## src/rtl/cpu_types_pkg.sv

```systemverilog
// Shared CPU encodings: opcodes, functs, ALU operations and the
// multi-cycle controller's state and control-bundle types.
package cpu_types_pkg;
   localparam int REG_W   = 5;
   localparam int SHAM_W  = 5;
   localparam int JADDR_W = 26;

   typedef logic [REG_W-1:0] regbits_t;

   typedef enum logic [5:0] {
      OP_RTYPE = 6'h00, OP_J    = 6'h02, OP_JAL   = 6'h03, OP_BEQ  = 6'h04,
      OP_BNE   = 6'h05, OP_ADDIU = 6'h09, OP_SLTI = 6'h0A, OP_SLTIU = 6'h0B,
      OP_ANDI  = 6'h0C, OP_ORI  = 6'h0D, OP_XORI  = 6'h0E, OP_LUI  = 6'h0F,
      OP_LW    = 6'h23, OP_SW   = 6'h2B, OP_HALT  = 6'h3F
   } opcode_t;

   typedef enum logic [5:0] {
      FN_SLL = 6'h00, FN_SRL = 6'h02, FN_JR  = 6'h08, FN_ADD  = 6'h20,
      FN_ADDU = 6'h21, FN_SUB = 6'h22, FN_SUBU = 6'h23, FN_AND = 6'h24,
      FN_OR  = 6'h25, FN_XOR = 6'h26, FN_NOR = 6'h27, FN_SLT  = 6'h2A,
      FN_SLTU = 6'h2B
   } funct_t;

   typedef enum logic [3:0] {
      ALU_SLL, ALU_SRL, ALU_ADD, ALU_SUB, ALU_AND,
      ALU_OR, ALU_XOR, ALU_NOR, ALU_SLT, ALU_SLTU
   } aluop_t;

   typedef enum logic [2:0] {FETCH, DECODE, EXEC, MEM, WB, HALTED} mc_state_t;

   localparam logic [1:0] PCSEL_PC4    = 2'd0;
   localparam logic [1:0] PCSEL_BRANCH = 2'd1;
   localparam logic [1:0] PCSEL_JUMP   = 2'd2;
   localparam logic [1:0] PCSEL_RS     = 2'd3;

   localparam logic [1:0] ALUSRC_RT    = 2'd0;
   localparam logic [1:0] ALUSRC_IMM   = 2'd1;
   localparam logic [1:0] ALUSRC_SHAMT = 2'd2;

   localparam logic [1:0] EXT_ZERO = 2'd0;
   localparam logic [1:0] EXT_SIGN = 2'd1;
   localparam logic [1:0] EXT_LUI  = 2'd2;

   localparam logic [1:0] WBSEL_ALU   = 2'd0;
   localparam logic [1:0] WBSEL_DLOAD = 2'd1;
   localparam logic [1:0] WBSEL_PC4   = 2'd2;

   localparam logic [1:0] DST_RD  = 2'd0;
   localparam logic [1:0] DST_RT  = 2'd1;
   localparam logic [1:0] DST_R31 = 2'd2;

   typedef struct packed {
      aluop_t     alu_op;
      logic [1:0] alu_src;
      logic [1:0] extnd_op;
      logic       legal;
   } ctrl_t;
endpackage

```

## src/rtl/mc_ctrl_decode.sv

```systemverilog
// Combinational opcode/funct decode into the ALU control bundle used in EXEC, MEM and WB.
module mc_ctrl_decode
   import cpu_types_pkg::*;
(
   input  logic [5:0] op_i,
   input  logic [5:0] funct_i,
   output ctrl_t      ctrl_o
);
   always_comb begin
      ctrl_o = '{alu_op: ALU_ADD, alu_src: ALUSRC_RT, extnd_op: EXT_ZERO, legal: 1'b1};
      case (op_i)
         OP_RTYPE: begin
            case (funct_i)
               FN_SLL:          begin ctrl_o.alu_op = ALU_SLL; ctrl_o.alu_src = ALUSRC_SHAMT; end
               FN_SRL:          begin ctrl_o.alu_op = ALU_SRL; ctrl_o.alu_src = ALUSRC_SHAMT; end
               FN_ADD, FN_ADDU: ctrl_o.alu_op = ALU_ADD;
               FN_SUB, FN_SUBU: ctrl_o.alu_op = ALU_SUB;
               FN_AND:          ctrl_o.alu_op = ALU_AND;
               FN_OR:           ctrl_o.alu_op = ALU_OR;
               FN_XOR:          ctrl_o.alu_op = ALU_XOR;
               FN_NOR:          ctrl_o.alu_op = ALU_NOR;
               FN_SLT:          ctrl_o.alu_op = ALU_SLT;
               FN_SLTU:         ctrl_o.alu_op = ALU_SLTU;
               FN_JR:           ;
               default:         ctrl_o.legal = 1'b0;
            endcase
         end
         OP_J, OP_JAL, OP_HALT: ;
         OP_BEQ, OP_BNE: ctrl_o.alu_op = ALU_SUB;
         OP_ADDIU, OP_LW, OP_SW: begin
            ctrl_o.alu_src  = ALUSRC_IMM;
            ctrl_o.extnd_op = EXT_SIGN;
         end
         OP_SLTI:  begin ctrl_o.alu_op = ALU_SLT;  ctrl_o.alu_src = ALUSRC_IMM; ctrl_o.extnd_op = EXT_SIGN; end
         OP_SLTIU: begin ctrl_o.alu_op = ALU_SLTU; ctrl_o.alu_src = ALUSRC_IMM; ctrl_o.extnd_op = EXT_SIGN; end
         OP_ANDI:  begin ctrl_o.alu_op = ALU_AND;  ctrl_o.alu_src = ALUSRC_IMM; end
         OP_ORI:   begin ctrl_o.alu_op = ALU_OR;   ctrl_o.alu_src = ALUSRC_IMM; end
         OP_XORI:  begin ctrl_o.alu_op = ALU_XOR;  ctrl_o.alu_src = ALUSRC_IMM; end
         // LUI: upper-placed immediate OR'd with $0
         OP_LUI:   begin ctrl_o.alu_op = ALU_OR;   ctrl_o.alu_src = ALUSRC_IMM; ctrl_o.extnd_op = EXT_LUI; end
         default:  ctrl_o.legal = 1'b0;
      endcase
   end
endmodule

```

## src/rtl/mc_control_unit.sv

```systemverilog
// Multi-cycle control unit: instruction register, sequencing FSM, memory-wait timeout
// and retired-instruction counter.
//   state  | meaning
//   FETCH  | request icache, load IR and PC+4 on ihit
//   DECODE | resolve J/JAL/JR/HALT, otherwise go to EXEC
//   EXEC   | ALU operation; branches resolve here
//   MEM    | hold dren/dwen until dhit
//   WB     | register file write
//   HALTED | terminal until reset; halt=1, enables off
module mc_control_unit
   import cpu_types_pkg::*;
#(
   parameter int WORD_W      = 32,
   parameter int MEM_TIMEOUT = 0,
   parameter int CNT_W       = 32
) (
   input  logic               CLK,
   input  logic               nRST,
   input  logic [WORD_W-1:0]  instruction,
   input  logic               ihit,
   input  logic               dhit,
   input  logic               zero,
   output logic               iren,
   output logic               dren,
   output logic               dwen,
   output logic               irWen,
   output logic               pcWen,
   output logic [1:0]         pcSel,
   output aluop_t             aluOp,
   output logic [1:0]         aluSrc,
   output logic [1:0]         extndOp,
   output logic [1:0]         memToRegSel,
   output logic [1:0]         instrType,
   output regbits_t           rs,
   output regbits_t           rt,
   output regbits_t           rd,
   output logic [WORD_W-1:0]  imm,
   output logic [SHAM_W-1:0]  shamt,
   output logic [JADDR_W-1:0] jump,
   output logic               wen,
   output logic               halt,
   output logic               err,
   output logic [CNT_W-1:0]   retired
);
   localparam int WAIT_W = (MEM_TIMEOUT < 2) ? 1 : $clog2(MEM_TIMEOUT + 1);

   mc_state_t         state_q, state_d;
   logic [WORD_W-1:0] ir_q;
   logic [CNT_W-1:0]  retired_q;
   logic [WAIT_W-1:0] waitcnt_q, waitcnt_d, wait_inc;
   logic              err_q, err_d, retire, wait_tc;
   logic [5:0]        op, funct;
   ctrl_t             ctrl;

   assign op    = ir_q[31:26];
   assign funct = ir_q[5:0];
   assign rs    = ir_q[25:21];
   assign rt    = ir_q[20:16];
   assign rd    = ir_q[15:11];
   assign shamt = ir_q[10:6];
   assign jump  = ir_q[25:0];
   assign imm   = {{(WORD_W-16){1'b0}}, ir_q[15:0]};

   assign halt    = (state_q == HALTED);
   assign err     = err_q;
   assign retired = retired_q;

   assign wait_inc = waitcnt_q + WAIT_W'(1);
   assign wait_tc  = (MEM_TIMEOUT != 0) && (wait_inc == WAIT_W'(MEM_TIMEOUT));

   mc_ctrl_decode u_decode (.op_i(op), .funct_i(funct), .ctrl_o(ctrl));

   always_comb begin
      state_d     = state_q;
      waitcnt_d   = '0;
      err_d       = err_q;
      retire      = 1'b0;
      iren        = 1'b0;
      dren        = 1'b0;
      dwen        = 1'b0;
      irWen       = 1'b0;
      pcWen       = 1'b0;
      wen         = 1'b0;
      pcSel       = PCSEL_PC4;
      aluOp       = ALU_ADD;
      aluSrc      = ALUSRC_RT;
      extndOp     = EXT_ZERO;
      memToRegSel = WBSEL_ALU;
      instrType   = DST_RD;
      // ALU controls stay stable from EXEC through write-back
      if (state_q == EXEC || state_q == MEM || state_q == WB) begin
         aluOp   = ctrl.alu_op;
         aluSrc  = ctrl.alu_src;
         extndOp = ctrl.extnd_op;
      end
      case (state_q)
         FETCH: begin
            iren = 1'b1;
            if (ihit) begin
               irWen   = 1'b1;
               pcWen   = 1'b1;
               state_d = DECODE;
            end else if (wait_tc) begin
               state_d = HALTED;
               err_d   = 1'b1;
            end else begin
               waitcnt_d = wait_inc;
            end
         end
         DECODE: begin
            state_d = EXEC;
            case (op)
               OP_HALT: begin
                  state_d = HALTED;
                  retire  = 1'b1;
               end
               OP_J: begin
                  pcWen   = 1'b1;
                  pcSel   = PCSEL_JUMP;
                  state_d = FETCH;
                  retire  = 1'b1;
               end
               OP_JAL: begin
                  pcWen       = 1'b1;
                  pcSel       = PCSEL_JUMP;
                  wen         = 1'b1;
                  instrType   = DST_R31;
                  memToRegSel = WBSEL_PC4;
                  state_d     = FETCH;
                  retire      = 1'b1;
               end
               OP_RTYPE: begin
                  if (funct == FN_JR) begin
                     pcWen   = 1'b1;
                     pcSel   = PCSEL_RS;
                     state_d = FETCH;
                     retire  = 1'b1;
                  end
               end
               default: ;
            endcase
         end
         EXEC: begin
            if (op == OP_BEQ || op == OP_BNE) begin
               pcWen   = ~(zero ^ (op == OP_BEQ));
               pcSel   = PCSEL_BRANCH;
               state_d = FETCH;
               retire  = 1'b1;
            end else if (op == OP_LW || op == OP_SW) begin
               state_d = MEM;
            end else begin
               state_d = WB;
            end
         end
         MEM: begin
            dren = (op == OP_LW);
            dwen = (op == OP_SW);
            if (dhit) begin
               state_d = (op == OP_LW) ? WB : FETCH;
               retire  = (op == OP_SW);
            end else if (wait_tc) begin
               state_d = HALTED;
               err_d   = 1'b1;
            end else begin
               waitcnt_d = wait_inc;
            end
         end
         WB: begin
            wen         = ctrl.legal;
            memToRegSel = (op == OP_LW) ? WBSEL_DLOAD : WBSEL_ALU;
            instrType   = (op == OP_RTYPE) ? DST_RD : DST_RT;
            state_d     = FETCH;
            retire      = 1'b1;
         end
         HALTED: ;
         default: state_d = FETCH;
      endcase
   end

   always_ff @(posedge CLK or negedge nRST) begin
      if (!nRST) begin
         state_q   <= FETCH;
         ir_q      <= '0;
         retired_q <= '0;
         waitcnt_q <= '0;
         err_q     <= 1'b0;
      end else begin
         state_q   <= state_d;
         waitcnt_q <= waitcnt_d;
         err_q     <= err_d;
         if (irWen)  ir_q      <= instruction;
         if (retire) retired_q <= retired_q + CNT_W'(1);
      end
   end
endmodule
```

## config.mk

```make
export PLATFORM = sky130hd
export DESIGN_NAME = mc_control_unit
export DESIGN_NICKNAME = d
export VERILOG_FILES = /design/src/rtl/cpu_types_pkg.sv /design/src/rtl/mc_ctrl_decode.sv /design/src/rtl/mc_control_unit.sv
export SDC_FILE = /design/constraint.sdc
export NUM_CORES = 1
export LEC_CHECK = 0
export CORE_ASPECT_RATIO = 1.75
export CORE_UTILIZATION = 45
export CTS_CLUSTER_SIZE = 28
export DETAILED_ROUTE_END_ITERATION = 8
export PLACE_DENSITY = 0.85
export REMOVE_ABC_BUFFERS = 1
export SLEW_MARGIN = 0
export SYNTH_ARGS = -nofsm -noshare
export SYNTH_HDL_FRONTEND = slang
export SYNTH_SLANG_ARGS = --single-unit
```

## constraint.sdc

```tcl
create_clock -name CLK -period 6.83 [get_ports CLK]
set_input_delay 1.366 -clock CLK [delete_from_list [all_inputs] [get_ports CLK]]
set_output_delay 1.366 -clock CLK [all_outputs]
set_load 0.01 [all_outputs]
```

==> results.ini <==
[route]
drt_iter0_drc = 121
met2WireLength_mm = 5.078
met1_length_mm = 3.469
top_layer = met4
postRouteAntennaNets = 0
viasPerCell = 5.111
route.detailed.drc = 0
num_vias = 3138
wl_met3_um = 460
wl_per_cell_um = 15.01
drt_pass1_iterations = 4
drt_wl_total_mm = 9.218

[placement]
dp.cells = 598
hpwl_mm = 6.859
io_buffers = 151
gp_routability_congestion = 0.8609

[setup_path]
reg2reg_from = ir_q[27]
crit_arrival_ns = 3.38
startpoint_type = input pin
worst-path-max-fanout = 15
required_ns = 5.46
setup.worst_path.class = input pin to primary output
crit_path_start = ihit
endpoint_kind = primary output

[synth]
yosysWarnings = 0
synth_cells = 409
synthesis.area_mm2 = 0.004103
yosysUniqueCellTypes = 54
synthArstFlopShare = 1.000
ys_seq_area_frac = 0.4087
ys.flop_type = dfrtp_1
yosys-top-cells-area = dfrtp_1, buf_4, mux2_2
yosysTopAreaCellShare = 0.4087
postSynthAreaPerCell_um2 = 10.03
synth_top_cell_by_area = dfrtp_1
synth_edf_count = 0
synth-seq-cells = 67

[cells_and_area]
final_cells = 614
diodes = 0
final_layout_size_suffix_gt1_frac = 0.1429
final_common_cell = clkdlybuf4s50_1
syn2layout_area_growth_pct = 32.48
mostFrequentLayoutCells = clkdlybuf4s50_1, dfrtp_1, mux2_2
fin_nets = 530
num-fill-cells = 742

[die]
dieArea_mm2 = 0.009518
dieWidth_um = 74.18
rows = 45
dieHeight_um = 128.3
num_io_pins = 169
core_mm2 = 0.008783
initial_utilization = 0.4671

[timing]
post-route-period-util = 0.6943
slew_viol_final = 0
hold_violations = 0
skew_ns = 0.006771
max_freq_mhz = 210.9
slew_headroom = 0.3801
period_minus_slack_ns = 4.742
worstMarginPinSlew_ns = 0.9299
finalSetupViolations = 0
rsz0062_at_grt = no
setup_tns_ns = 0

[cts]
cts_tree = yes
clk_transition_reported_paths_ns = 0.06
root_buffer = clkbuf_16
clk_latency_ns = 0.33
cts_max_level = 3
cts.hold.buffers_added = 0
cts_resized = 0
cts_buffers = 9
clock-sinks = 67
cts_setup_buffers = 0
clk_path_buf_depth = 2

[grt]
grt_overflow = 0
grt_max_degree = 68
grt_pass1_vias = 3170
grt_pass1_wl_mm = 14.80
grtUsageTotal = 0.2008
antenna_found_initial = 0

[hold_path]
worstHoldStart = retired[31]
hp-class = register to register

[power_and_ir_drop]
peakVddDrop_mv = 0.2706
power_density_mw_per_mm2 = 403.9
p_leak_nw = 2.089

[job]
max_cap_viol_count = 0

[outcome]
status = complete, no violations

worst max-delay path, cell delays in order:
cell and delay (ns):
clkdlybuf4s50_1 0.48, inv_1 0.08, nor4_4 0.67, a21oi_1 0.12
nand2_1 0.12, clkdlybuf4s50_1 0.54
layer usage:
metal,global-route usage,vias to the layer above
li1,-,1483
met5,0,-
met2,0.3588,134
met3,0.02830,16
met1,0.2274,1505
met4,0.09615,0
final cells by class:
type | instances | area (um^2) | share of cell area
clock buffers | 10 | 239.0 | 0.04397
clock inverters | 6 | 40.04 | 0.007366
inverters | 5 | 18.77 | 0.003453
multi-input cells | 256 | 1793 | 0.3299
flip-flops and latches | 67 | 1677 | 0.3085
well taps | 117 | 146.4 | 0.02693
repair buffers | 153 | 1521 | 0.2799
report_power, final:
group / switching, mW / internal [mW] / total [mW]
Combinational: 0.434 / 0.611 / 1.05
Sequential: 0.206 / 0.521 / 0.726
Clock: 0.169 / 0.255 / 0.424
Total: 0.808 / 1.39 / 2.20
synthesized netlist by cell type, drive strengths merged (2+ instances only):
cell type / instances
a21o: 2
a21oi: 9
a311oi: 2
a31oi: 4
and2: 5
and2b: 2
and3: 8
and4: 5
buf: 86
clkbuf: 11
dfrtp: 67
inv: 5
mux2: 31
nand2: 29
nand3: 9
nand3b: 2
nand4: 7
nor2: 20
nor2b: 6
nor3: 14
nor3b: 4
nor4: 8
o21ai: 15
o31a: 2
or2: 2
or3: 4
or4: 2
xnor2: 12
xor2: 20
registers in the layout (all words and copies together) (netlist names):
name	flops
retired	32
state_q	3
ir_q	32
through the flow:
step | hold WS, ns | area (um^2) | utilization | power, mW | setup WS, ns
4_1_cts | 0.4872 | 5435 | 0.6188 | 2.216 | 2.049
2_1_floorplan | 0.5039 | 3480 | - | 1.178 | 1.853
6_report | 0.4771 | 5435 | 0.6188 | 2.195 | 2.088
3_3_place_gp | 0.4600 | 5156 | 0.5870 | 1.745 | 2.144
3_5_place_dp | 0.4756 | 5156 | 0.5870 | 1.779 | 2.061
5_1_grt | 0.5027 | 5435 | 0.6188 | 2.326 | 1.928
cells by family (layout without fill, tap and decap cells):
| family | Yosys count | after routing | synth area share |
|---|---|---|---|
| multiplexers | 31 | 31 | 0.08509 |
| buffers and inverters | 102 | 174 | 0.1711 |
| other | 1 | 17 | 0.0009140 |
| XOR/XNOR | 32 | 32 | 0.06831 |
| flip-flops | 67 | 67 | 0.4087 |
| AO/OA/AOI/OAI | 43 | 43 | 0.06740 |
| adder cells (fa/ha/maj) | 1 | 1 | 0.003049 |
| AND/OR/NAND/NOR | 132 | 132 | 0.1955 |
path summary, 6_finish.rpt:
kind	endpoint	slack, ns	cells past startpoint
worst max-delay path	pcWen	2.09	6
worst min-delay path	retired[31]	0.48	1
worst max register to register	retired[5]	4.04	6
worst min register to register	retired[31]	0.48	1
max in group asynchronous	ir_q[2]	5.03	2
min in group asynchronous	state_q[2]	1.21	2
Power figures use the tool's default switching activity.
